==> src/rtl/y86_pkg.sv <==
`default_nettype none
// ============================================================================
//  Module      : y86_pkg
//  Description : Shared constants and the program-loader state encoding for
//                the Y86-64 instruction-memory path.
//  Revision    : 1.0 - initial release
// ============================================================================
package y86_pkg;

    // Instruction memory geometry
    localparam int IMEM_BYTES  = 1024;
    localparam int IMEM_ADDR_W = 10;

    // Width of the little-endian length field in the loader frame header
    localparam int LEN_W = 16;

    // Loader state encoding; CHK is only reachable in checksum builds
    typedef enum logic [2:0] {
        S_IDLE   = 3'd0,
        S_LEN_LO = 3'd1,
        S_LEN_HI = 3'd2,
        S_DATA   = 3'd3,
        S_CHK    = 3'd4,
        S_DONE   = 3'd5,
        S_ERROR  = 3'd6
    } loader_state_t;

endpackage : y86_pkg
`default_nettype wire

==> src/rtl/imem_loader.sv <==
`default_nettype none
// ============================================================================
//  Module      : imem_loader
//  Description : Framed byte-stream loader for the Y86-64 instruction memory.
//                Frame = length[7:0], length[15:8], payload bytes, and an
//                optional trailing XOR checksum. Each payload byte becomes one
//                registered byte write starting at address 0. cpu_hold is low
//                only after a clean load (DONE).
//  Config      : define IMEM_LOADER_CHECKSUM_EN to expect and verify the
//                trailing XOR checksum byte (adds the CHK state).
//  Revision    : 1.0 - initial release
// ============================================================================
module imem_loader
    import y86_pkg::*;
#(
    parameter int MEM_BYTES = IMEM_BYTES,
    parameter int ADDR_W    = IMEM_ADDR_W
) (
    input  logic              clk,
    input  logic              rst_n,
    input  logic              start,
    input  logic              in_valid,
    input  logic [7:0]        in_data,
    output logic              in_ready,
    output logic              wr_en,
    output logic [ADDR_W-1:0] wr_addr,
    output logic [7:0]        wr_data,
    output logic              busy,
    output logic              done,
    output logic              error,
    output logic [ADDR_W:0]   byte_count,
    output logic              cpu_hold
);

    localparam logic [ADDR_W-1:0] C_ADDR_ONE  = ADDR_W'(1);
    localparam logic [ADDR_W:0]   C_COUNT_ONE = (ADDR_W + 1)'(1);
    localparam logic [LEN_W-1:0]  C_MAX_LEN   = LEN_W'(MEM_BYTES);

    loader_state_t     r_state;
    logic [LEN_W-1:0]  r_len;
    logic [ADDR_W-1:0] r_addr;
    logic [ADDR_W:0]   r_count;
    logic              r_in_ready;
    logic              r_wr_en;
    logic [ADDR_W-1:0] r_wr_addr;
    logic [7:0]        r_wr_data;
    logic              r_busy;
    logic              r_done;
    logic              r_error;
    logic              r_cpu_hold;
`ifdef IMEM_LOADER_CHECKSUM_EN
    logic [7:0]        r_acc;
`endif

    logic              w_accept;
    logic [LEN_W-1:0]  w_len_full;
    logic [ADDR_W:0]   w_count_next;
    logic              w_last;

    // Handshake and header/payload bookkeeping helpers
    always_comb begin
        w_accept     = in_valid && r_in_ready;
        w_len_full   = {in_data, r_len[7:0]};
        w_count_next = r_count + C_COUNT_ONE;
        w_last       = (LEN_W'(w_count_next) == r_len);
    end

    // Loader FSM with all outputs registered alongside the state
    always_ff @(posedge clk or negedge rst_n) begin
        if (!rst_n) begin
            r_state    <= S_IDLE;
            r_len      <= '0;
            r_addr     <= '0;
            r_count    <= '0;
            r_in_ready <= 1'b0;
            r_wr_en    <= 1'b0;
            r_wr_addr  <= '0;
            r_wr_data  <= '0;
            r_busy     <= 1'b0;
            r_done     <= 1'b0;
            r_error    <= 1'b0;
            r_cpu_hold <= 1'b1;
`ifdef IMEM_LOADER_CHECKSUM_EN
            r_acc      <= '0;
`endif
        end else begin
            // Write strobe is a single-cycle pulse per accepted payload byte
            r_wr_en <= 1'b0;
            case (r_state)
                S_IDLE, S_DONE, S_ERROR: begin
                    // in_valid is not consumed here; only start matters
                    if (start) begin
                        r_state    <= S_LEN_LO;
                        r_in_ready <= 1'b1;
                        r_busy     <= 1'b1;
                        r_done     <= 1'b0;
                        r_error    <= 1'b0;
                        r_cpu_hold <= 1'b1;
                        r_count    <= '0;
                        r_addr     <= '0;
`ifdef IMEM_LOADER_CHECKSUM_EN
                        r_acc      <= '0;
`endif
                    end
                end

                S_LEN_LO: begin
                    if (w_accept) begin
                        r_len[7:0] <= in_data;
                        r_state    <= S_LEN_HI;
                    end
                end

                S_LEN_HI: begin
                    if (w_accept) begin
                        r_len[LEN_W-1:8] <= in_data;
                        if (w_len_full == '0) begin
`ifdef IMEM_LOADER_CHECKSUM_EN
                            r_state    <= S_CHK;
`else
                            r_state    <= S_DONE;
                            r_in_ready <= 1'b0;
                            r_busy     <= 1'b0;
                            r_done     <= 1'b1;
                            r_cpu_hold <= 1'b0;
`endif
                        end else if (w_len_full > C_MAX_LEN) begin
                            // Oversize frame rejected before any write
                            r_state    <= S_ERROR;
                            r_in_ready <= 1'b0;
                            r_busy     <= 1'b0;
                            r_error    <= 1'b1;
                        end else begin
                            r_state    <= S_DATA;
                        end
                    end
                end

                S_DATA: begin
                    if (w_accept) begin
                        r_wr_en   <= 1'b1;
                        r_wr_addr <= r_addr;
                        r_wr_data <= in_data;
                        r_addr    <= r_addr + C_ADDR_ONE;
                        r_count   <= w_count_next;
`ifdef IMEM_LOADER_CHECKSUM_EN
                        r_acc     <= r_acc ^ in_data;
`endif
                        if (w_last) begin
`ifdef IMEM_LOADER_CHECKSUM_EN
                            r_state    <= S_CHK;
`else
                            // Final write and DONE entry share this edge
                            r_state    <= S_DONE;
                            r_in_ready <= 1'b0;
                            r_busy     <= 1'b0;
                            r_done     <= 1'b1;
                            r_cpu_hold <= 1'b0;
`endif
                        end
                    end
                end

`ifdef IMEM_LOADER_CHECKSUM_EN
                S_CHK: begin
                    if (w_accept) begin
                        r_in_ready <= 1'b0;
                        r_busy     <= 1'b0;
                        if (in_data == r_acc) begin
                            r_state    <= S_DONE;
                            r_done     <= 1'b1;
                            r_cpu_hold <= 1'b0;
                        end else begin
                            // Already-written bytes are intentionally left in memory
                            r_state    <= S_ERROR;
                            r_error    <= 1'b1;
                        end
                    end
                end
`endif

                default: begin
                    r_state    <= S_IDLE;
                    r_in_ready <= 1'b0;
                    r_busy     <= 1'b0;
                    r_cpu_hold <= 1'b1;
                end
            endcase
        end
    end

    assign in_ready   = r_in_ready;
    assign wr_en      = r_wr_en;
    assign wr_addr    = r_wr_addr;
    assign wr_data    = r_wr_data;
    assign busy       = r_busy;
    assign done       = r_done;
    assign error      = r_error;
    assign byte_count = r_count;
    assign cpu_hold   = r_cpu_hold;

endmodule : imem_loader
`default_nettype wire

==> config.mk <==
export PLATFORM = sky130hd
export DESIGN_NAME = imem_loader
export DESIGN_NICKNAME = d
export VERILOG_FILES = /design/src/rtl/y86_pkg.sv /design/src/rtl/imem_loader.sv
export SDC_FILE = /design/constraint.sdc
export NUM_CORES = 1
export LEC_CHECK = 0
export CAP_MARGIN = 20
export CORE_ASPECT_RATIO = 0.7
export CORE_MARGIN = 8
export CORE_UTILIZATION = 51
export CTS_BUF_LIST = sky130_fd_sc_hd__clkbuf_2 sky130_fd_sc_hd__clkbuf_4 sky130_fd_sc_hd__clkbuf_8
export DETAILED_ROUTE_END_ITERATION = 16
export PLACE_DENSITY = 0.79
export SYNTH_ARGS = -nofsm -noshare
export SYNTH_HDL_FRONTEND = slang
export SYNTH_SLANG_ARGS = --single-unit
==> constraint.sdc <==
create_clock -name clk -period 1.9 [get_ports clk]
set_input_delay 0.285 -clock clk [delete_from_list [all_inputs] [get_ports clk]]
set_output_delay 0.285 -clock clk [all_outputs]
set_load 0.1 [all_outputs]
==> results of run 1 <==
what timing repair did:
item,CTS,global route
gates resized for setup,15,6
setup buffers,3,1
hold buffers,1,0
hold endpoints to repair,13,0
setup endpoints to repair,5,28
pin swaps,8,1
metrics by stage:
stage	cells	total power [mW]	setup TNS, ns	hold slack, ns
global placement	513	6.15	-3.06	0.228
global route	534	8.31	-3.33	0.420
floorplan	349	4.92	-1.04	-0.0106
CTS	533	7.84	-0.743	0.410
finish	534	7.91	-0.937	0.396
detailed placement	513	6.26	-4.68	0.235
worst paths after layout:
path / cells past startpoint / slack, ns / endpoint
max in group asynchronous: 3 / 0.89 / byte_count[2]$_DFFE_PN0P_
min in group clk: 2 / 0.48 / wr_addr[8]$_DFFE_PN0P_
worst max-delay path: 7 / -0.24 / r_state[1]$_DFFE_PN0P_
worst min-delay path: 2 / 0.40 / r_state[0]$_DFFE_PN0P_
worst min register to register: 2 / 0.48 / wr_addr[8]$_DFFE_PN0P_
worst max register to register: 7 / -0.24 / r_state[1]$_DFFE_PN0P_
sequential cells by signal, summed over array words and instances (netlist names):
signal      count
r_len          16
byte_count     11
r_addr         10
wr_addr        10
wr_data         8
r_state         3
busy            1
cpu_hold        1
done            1
error           1
wr_en           1
worst max-delay path, cell delays in order, from the launching register on:
cell      delay, ns
dfrtp_4        0.50
ha_4           0.26
xor2_2         0.16
nor4_4         0.26
nand2_1        0.10
a311oi_2       0.28
nand3_2        0.15
a221o_1        0.32
synthesized netlist by cell type (5+ instances only):
library cell  count  share of area [%]
dfrtp_1          62                 48
nand3_1           9                1.4
and3_1            5               0.96
xor2_1            8                2.2
clkbuf_1         11                1.3
o21ai_0          24                3.7
nand4_1           5               0.96
mux2_2           16                5.6
a21oi_1          13                2.0
xnor2_1          12                3.2
nor3_1            6               0.93
nand2_1          80                9.3
nor2_1           20                2.3
nor4_1            5               0.96
power by group:
group | internal [mW] | switching, mW | total (mW)
sequential | 1.78 | 0.408 | 2.19
combinational | 1.60 | 2.77 | 4.37
clock | 0.780 | 0.569 | 1.35
total | 4.16 | 3.75 | 7.91
kinds of logic after synthesis:
| family | count (synthesis) |
|---|---|
| adders and majority gates | 2 |
| xor gates and xnor gates | 20 |
| buffers and inverters | 23 |
| and+or+nand+nor | 154 |
| DFF | 63 |
| muxes | 19 |
| AOI/OAI and AO/OA | 68 |
routing by layer:
metal / vias up / track usage (%) / share of wire (%) / wire length, um
li1: 1429 / - / - / -
met1: 1473 / 27.5 / 46 / 4200
met2: 109 / 32.4 / 46 / 4220
met3: 11 / 7.22 / 7.7 / 711
met4: 0 / 5.96 / 0.96 / 89
met5: - / 0 / 0 / 0
layout make-up:
class / count / share of cell area (%)
timing repair buffer: 110 / 22.0
clock inverter: 6 / 1.99
multi-input combinational: 263 / 36.1
tap: 78 / 2.10
inverter: 4 / 0.323
clock buffer: 10 / 2.96
sequential: 63 / 34.6
==> summary.md, run 1 <==
| Metric | Value |
|---|---|
| Status | finished with violations |
| Failing checks | setup timing |
| Layout cells sized above 1 | 35.5% |
| Synthesized instance count | 349 |
| Count of final hold-check violations | 0 |
| Combinational family with the most area after synthesis | simple AND/OR/NAND/NOR gates |
| Num CTS Buffers | 9 |
| Skew final | 0.00987 ns |
| Antenna cells | 0 |
| Initial cell density of the core | 52.4% |
| Main flop type after synthesis | dfrtp_1 |
| PortBufs | 46 |
| Placement Setup Slack | -0.600 ns |
| Most common cell after layout, fill and taps aside | buf_4 |
| Syn nets | 363 |
| Synthesized-area fraction occupied by and/or/nand/nor cells | 22.1% |
| Layout Nets | 465 |
| Worst vdd ir | 0.00156 V |
| Commonest cells after routing, fill and taps aside | 83 x buf_4, 79 x nand2_1, 52 x dfrtp_1 |
| Post-DRT Antenna Nets | 0 |
| Via count | 3022 |
| Die span in x | 111 um |
| GRT Total Usage | 20.9% |
| Synth Area in XOR/XNOR | 5.40% |
| P_leak | 2.12 nW |
| Synth unique cells | 52 |
| DRT Pass-1 Iters | 4 |
| Clk sinks | 63 |
| H-tree levels | 3 |
| Worst EP arrival | 2.38 ns |
| RR Startpoint | byte_count[1]$_DFFE_PN0P_ |
| Final wirelength | 9.23 mm |
| DR vias/cell | 5.66 |
| DR iter-0 viols | 219 |
| Root Buffer | clkbuf_8 |
| Unrepaired setup endpoints after global routing | yes |
| Vias in the first global route | 3005 |
| Max FO, Critical Path | 2 |
| Number of max-cap violations | 0 |
| Gr ovfl total | 0 |
| Clock Path Buffers | 2 |
| CP Class | flop to flop |
| Fmax | 467 MHz |
| Mux contribution to synthesized area | 6.48% |
| Final Setup Violations | 5 |
| Io pins | 47 |
| Crit end category | flop |
| PD cells | 1700 mW/mm^2 |
| Post-synth ARST share | 100% |
| Die Y | 82.7 um |
| Initial antenna violation count | 0 |
| Core ar. | 0.00619 mm^2 |
| Filler cell count | 434 |
| Largest net degree at the start of global routing | 50 |
| Post-route minimum period | 2.14 ns |
| Setup WS post-layout | -0.241 ns |
| Synth Warn # | 0 |
| Final instance area | 0.00464 mm^2 |
| Final Util | 75.1% |
| Clk_lat worst skew | 0.35 ns |
| Critical Path Start Type | flop |
| Yosys reg bits | 63 |
| Post-Syn Area | 0.00324 mm^2 |
| Multi-input gate area | 0.00167 mm^2 |
| Number of flops mapped to enable cells by yosys | 0 |
| Adder-Cell Fraction of Synth Area | 0.772% |
| Compound-Gate Fraction of Synth Area | 13.6% |
| Synthesis-to-finish area growth | 43.2% |
| Row Count | 24 |
| Worst-path clk slew | 0.07 ns |
| DP Area | 0.00426 mm^2 |
| Worst-Margin Slew | 0.402 ns |
| Die ar. | 0.00920 mm^2 |
| Hold Crit Class | primary input to asynchronous set/reset pin |
| DP Wirelength | 6.62 mm |
| FF+latch area | 0.00161 mm^2 |
| Final Cycle Share | 113% |
| Synthesized area per cell | 9.29 um^2 |
| Register area share after synthesis | 48.7% |
| CP startpoint | byte_count[1]$_DFFE_PN0P_ |
| First-pass GRT wire length | 15.3 mm |
| TritonCTS clock tree | done |
| Headroom to the max-slew limit | 73.2% |
| Req. time, crit path | 2.14 ns |
| Wirelength per Cell | 17.3 um |
| Placer Congestion | 0.895 |
| DRC Markers | 0 |
| Count of pins over their slew limit | 0 |
(Power assumes the default switching activity.)
==> run 2, diff against run 1 <==
- CORE_UTILIZATION: 51 -> 56
- PLACE_DENSITY: 0.79 -> 0.82
- clock period: 1.9 -> 2.01 ns (I/O delays scaled with it)
==> summary.md, run 2 (same netlist as run 1, synthesis figures left out) <==
| Metric | Value |
|---|---|
| Num CTS Buffers | 9 |
| Count of pins over their slew limit | 0 |
| Count of final hold-check violations | 0 |
| Worst hold stages | 2 |
| Placed Cells | 500 |
| Root Buffer | clkbuf_8 |
| Reg-to-reg slack, setup | -0.12 ns |
| First-pass GRT wire length | 15.0 mm |
| Core ar. | 0.00567 mm^2 |
| Critical Path Start Type | flop |
| Worst hold margin | 0.481 ns |
| Commonest cells after routing, fill and taps aside | 83 x buf_4, 79 x nand2_1, 52 x dfrtp_1 |
| RR Startpoint | r_len[13]$_DFFE_PN0P_ |
| Placer Congestion | 0.907 |
| Gr ovfl total | 0 |
| Final Cycle Share | 106% |
| Layout Nets | 454 |
| Worst vdd ir | 0.00153 V |
| Vias in the first global route | 2990 |
| Unrepaired setup endpoints after global routing | yes |
| Number of max-cap violations | 0 |
| Die span in x | 107 um |
| Fmax | 470 MHz |
| TritonCTS clock tree | done |
| Post-DRT Antenna Nets | 0 |
| Met3 Use GR | 5.89% |
| Largest net degree at the start of global routing | 64 |
| Row Count | 23 |
| Req. time, crit path | 2.24 ns |
| Final Setup Violations | 5 |
| Worst-path clk slew | 0.07 ns |
| Met1 Resource Use GR | 30.1% |
| Layout cells sized above 1 | 33.5% |
| DP Area | 0.00407 mm^2 |
| WHS Endpoint | wr_addr[5]$_DFFE_PN0P_ |
| Clock Path Buffers | 2 |
| Hold Crit Class | flop to flop |
| Met2 Usage GRT | 32.9% |
| Path depth of the worst reg2reg path | 6 |
| Filler cell count | 370 |
| Top Usage Layer GRT | met2 |
| Placement Setup Slack | -0.392 ns |
| Wirelength per Cell | 17.5 um |
| P_leak | 2.02 nW |
| DP Wirelength | 6.44 mm |
| Setup WS post-layout | -0.116 ns |
| Largest Register | r_len |
| Worst EP arrival | 2.35 ns |
| PortBufs | 46 |
| Initial cell density of the core | 57.2% |
| Fin cells | 520 |
| Worst-Margin Slew | 0.431 ns |
| Initial antenna violation count | 0 |
| Io pins | 47 |
| Die ar. | 0.00852 mm^2 |
| CP Class | flop to flop |
| Via count | 3002 |
| Max FO, Critical Path | 2 |
| Final Util | 77.3% |
| Headroom to the max-slew limit | 71.2% |
| H-tree levels | 3 |
| DRC Markers | 0 |
| DR iter-0 viols | 215 |
| Clk_lat worst skew | 0.34 ns |
| Setup TNS | -0.341 ns |
| RR Endpoint | r_state[1]$_DFFE_PN0P_ |
| Hold_sp | wr_addr[5]$_DFFE_PN0P_ |
| Most common cell after layout, fill and taps aside | buf_4 |
| Failing checks | setup timing |
| Final instance area | 0.00438 mm^2 |
| PD cells | 1640 mW/mm^2 |
| Clk sinks | 63 |
| DRT Pass-1 Iters | 8 |
| Antenna cells | 0 |
| Total power | 7.20 mW |
| Status | finished with violations |
| Final wirelength | 9.12 mm |
| Skew final | 0.00838 ns |
| DR vias/cell | 5.77 |
| Die Y | 79.7 um |
| Synthesis-to-finish area growth | 35.2% |
| Post-route minimum period | 2.13 ns |
| Max FFs per register | 16 |
| Crit end category | flop |
| GRT Total Usage | 22.1% |
run 2: cell type report:
type	count	area, um^2	share of cell area (%)
clock buffers	9	124	2.83
inverters	4	15.0	0.343
multi-input cells	263	1650	37.7
clock inverters	7	72.6	1.66
well taps	75	93.8	2.14
repair buffers	99	818	18.7
flip-flops and latches	63	1610	36.6
run 2: worst max-delay path, stage by stage (launching register included):
cell      delay, ns
dfrtp_1        0.38
or4_4          0.55
nor4_4         0.28
nand2_1        0.09
a311oi_2       0.27
nand3_2        0.12
a221o_1        0.31
run 2: per-layer routing:
| layer | routed length (um) | up-vias |
|---|---|---|
| met5 | 0 | - |
| met4 | 206 | 0 |
| met3 | 609 | 21 |
| met2 | 4100 | 120 |
| met1 | 4200 | 1458 |
| li1 | - | 1403 |
run 2: worst max path at each step:
stage                                         start                     end  slack, ns  cells after the start
after CTS                     r_len[13]$_DFFE_PN0P_  r_state[1]$_DFFE_PN0P_       -0.1                      6
after global placement                   in_data[1]    cpu_hold$_DFFE_PN1P_      -0.32                      8
final                         r_len[13]$_DFFE_PN0P_  r_state[1]$_DFFE_PN0P_      -0.12                      6
after detailed placement                 in_data[1]    cpu_hold$_DFFE_PN1P_      -0.39                      8
after global routing           r_len[0]$_DFFE_PN0P_        busy$_DFFE_PN0P_      -0.23                      7
after floorplan           byte_count[2]$_DFFE_PN0P_  r_state[1]$_DFFE_PN0P_      -0.24                      8
run 2: timing repair:
| item | in CTS | in global routing |
|---|---|---|
| hold buffers | 1 | 0 |
| gates cloned | 0 | 0 |
| setup buffers | 2 | 1 |
| endpoints found under the setup margin | 5 | 11 |
| resized for setup | 11 | 7 |
| endpoints found under the hold margin | 62 | 0 |
| pin swaps | 4 | 2 |
run 2: where the power goes:
group	switching (mW)	internal, mW	total, mW
sequential	0.380	1.68	2.06
combinational	2.62	1.42	4.03
clock	0.526	0.574	1.10
==> run 3, diff against run 2 <==
- GPL_ROUTABILITY_DRIVEN: not set -> 0
==> summary.md, run 3 (same netlist as run 1, synthesis figures left out) <==
| Metric | Value |
|---|---|
| P_leak | 2.03 nW |
| Worst-Margin Slew | 0.501 ns |
| DRT Pass-1 Iters | 7 |
| DR iter-0 viols | 235 |
| Worst hold margin | 0.449 ns |
| First-pass GRT wire length | 15.3 mm |
| Initial cell density of the core | 57.2% |
| Fmax | 466 MHz |
| PortBufs | 46 |
| Comb pwr share | 56.2% |
| Initial antenna violation count | 0 |
| Path depth of the worst reg2reg path | 7 |
| GRT Total Usage | 22.9% |
| Placed Cells | 505 |
| Clk sinks | 63 |
| Commonest cells after routing, fill and taps aside | 88 x buf_4, 79 x nand2_1, 52 x dfrtp_1 |
| Count of pins over their slew limit | 0 |
| Synthesis-to-finish area growth | 35.9% |
| Final Cycle Share | 107% |
| Internal power | 3.71 mW |
| H-tree levels | 3 |
| Setup TNS | -0.456 ns |
| Clock Path Buffers | 2 |
| Die span in x | 107 um |
| Hold Crit Class | primary input to asynchronous set/reset pin |
| Status | finished with violations |
| Req. time, crit path | 2.24 ns |
| DR vias/cell | 5.85 |
| Sequential power share | 28.4% |
| Largest Register | r_len |
| Most common cell after layout, fill and taps aside | buf_4 |
| Fin cells | 525 |
| Clk pwr share | 15.3% |
| Core ar. | 0.00567 mm^2 |
| Sw frac | 48.8% |
| Final Util | 77.7% |
| Worst-path clk slew | 0.07 ns |
| Crit end category | flop |
| Worst EP arrival | 2.37 ns |
| Unrepaired setup endpoints after global routing | yes |
| CP Class | flop to flop |
| P_sw | 3.54 mW |
| Num CTS Buffers | 9 |
| Critical Path Start Type | flop |
| Row Count | 23 |
| TritonCTS clock tree | done |
| Max FFs per register | 16 |
| Layout cells sized above 1 | 34.0% |
| Number of max-cap violations | 0 |
| Skew final | 0.00582 ns |
| Headroom to the max-slew limit | 66.6% |
| Placement Setup Slack | -0.380 ns |
| Largest net degree at the start of global routing | 21 |
| Root Buffer | clkbuf_8 |
| Worst vdd ir | 0.00148 V |
| Count of final hold-check violations | 0 |
| Final wirelength | 9.52 mm |
| Post-route minimum period | 2.14 ns |
| Setup WS post-layout | -0.134 ns |
| Gr ovfl total | 0 |
| Wirelength per Cell | 18.1 um |
| PD cells | 1650 mW/mm^2 |
| Clk_lat worst skew | 0.34 ns |
| Io pins | 47 |
| Max FO, Critical Path | 2 |
| Die ar. | 0.00852 mm^2 |
| Die Y | 79.7 um |
| Failing checks | setup timing |
| Antenna cells | 0 |
| DP Wirelength | 6.62 mm |
| DRC Markers | 0 |
| Final Setup Violations | 5 |
| Filler cell count | 358 |
| Vias in the first global route | 3066 |
| Via count | 3073 |
| Post-DRT Antenna Nets | 0 |
| Layout Nets | 459 |
[run 3: changes by cell type in the layout (fill, tap and decap cells not counted), sizes merged]
cell,delta
clkinvlp,+1
clkinv,-2
buf,+5
clkbuf,+1
[run 3: final timing paths]
kind | from | end | slack (ns)
max | byte_count[0]$_DFFE_PN0P_ | r_state[1]$_DFFE_PN0P_ | -0.13
min | rst_n | r_state[0]$_DFFE_PN0P_ | 0.45
max reg2reg | byte_count[0]$_DFFE_PN0P_ | r_state[1]$_DFFE_PN0P_ | -0.13
min reg2reg | wr_addr[3]$_DFFE_PN0P_ | wr_addr[3]$_DFFE_PN0P_ | 0.48
max in group asynchronous | rst_n | r_state[2]$_DFFE_PN0P_ | 0.92
min in group clk | wr_addr[3]$_DFFE_PN0P_ | wr_addr[3]$_DFFE_PN0P_ | 0.48
[run 3: through the flow]
stage | power (mW) | cell area (um^2)
floorplan | 4.65 | 3280
global placement | 5.77 | 4090
detailed placement | 5.88 | 4090
CTS | 7.13 | 4380
global route | 7.57 | 4400
finish | 7.25 | 4400
[run 3: power by group through the flow]
| stage | Sequential [mW] | Combinational, mW | Clock, mW |
|---|---|---|---|
| after global placement | 2.02 | 3.76 | 0 |
| final | 2.06 | 4.07 | 1.11 |
| after global routing | 2.10 | 4.30 | 1.18 |
| after floorplan | 3.12 | 1.54 | 0 |
| after detailed placement | 2.03 | 3.85 | 0 |
| after CTS | 2.03 | 3.97 | 1.12 |
[run 3: timing repair]
| item | in CTS | in global routing |
|---|---|---|
| endpoints found under the setup margin | 5 | 6 |
| hold buffers | 1 | 0 |
| pin swaps | 7 | 3 |
| resized for setup | 12 | 3 |
| hold endpoints to repair | 16 | 0 |
| buffers inserted | 3 | 0 |
[run 3: routing by layer]
layer | part of all wire (%) | up-vias | GRT usage [%]
li1 | - | 1415 | -
met1 | 45 | 1488 | 30.9
met2 | 45 | 151 | 34.3
met3 | 7.6 | 19 | 6.37
met4 | 2.0 | 0 | 8.39
met5 | 0 | - | 0
[run 3: cell type report]
| class | instances | area [um^2] | share of cell area [%] |
|---|---|---|---|
| inverter | 4 | 15.0 | 0.341 |
| tap | 75 | 93.8 | 2.13 |
| timing repair buffer | 104 | 847 | 19.2 |
| clock buffer | 10 | 131 | 2.98 |
| sequential | 63 | 1610 | 36.4 |
| multi-input combinational | 263 | 1640 | 37.3 |
| clock inverter | 6 | 70.1 | 1.59 |
[run 3: worst max-delay path: stages, from the launching register on]
cell and delay (ns):
dfrtp_4 0.49, ha_4 0.26, xor2_2 0.15, nor4_4 0.27, nand2_1 0.09, a311oi_2 0.31
nand3_2 0.12, a221o_1 0.33
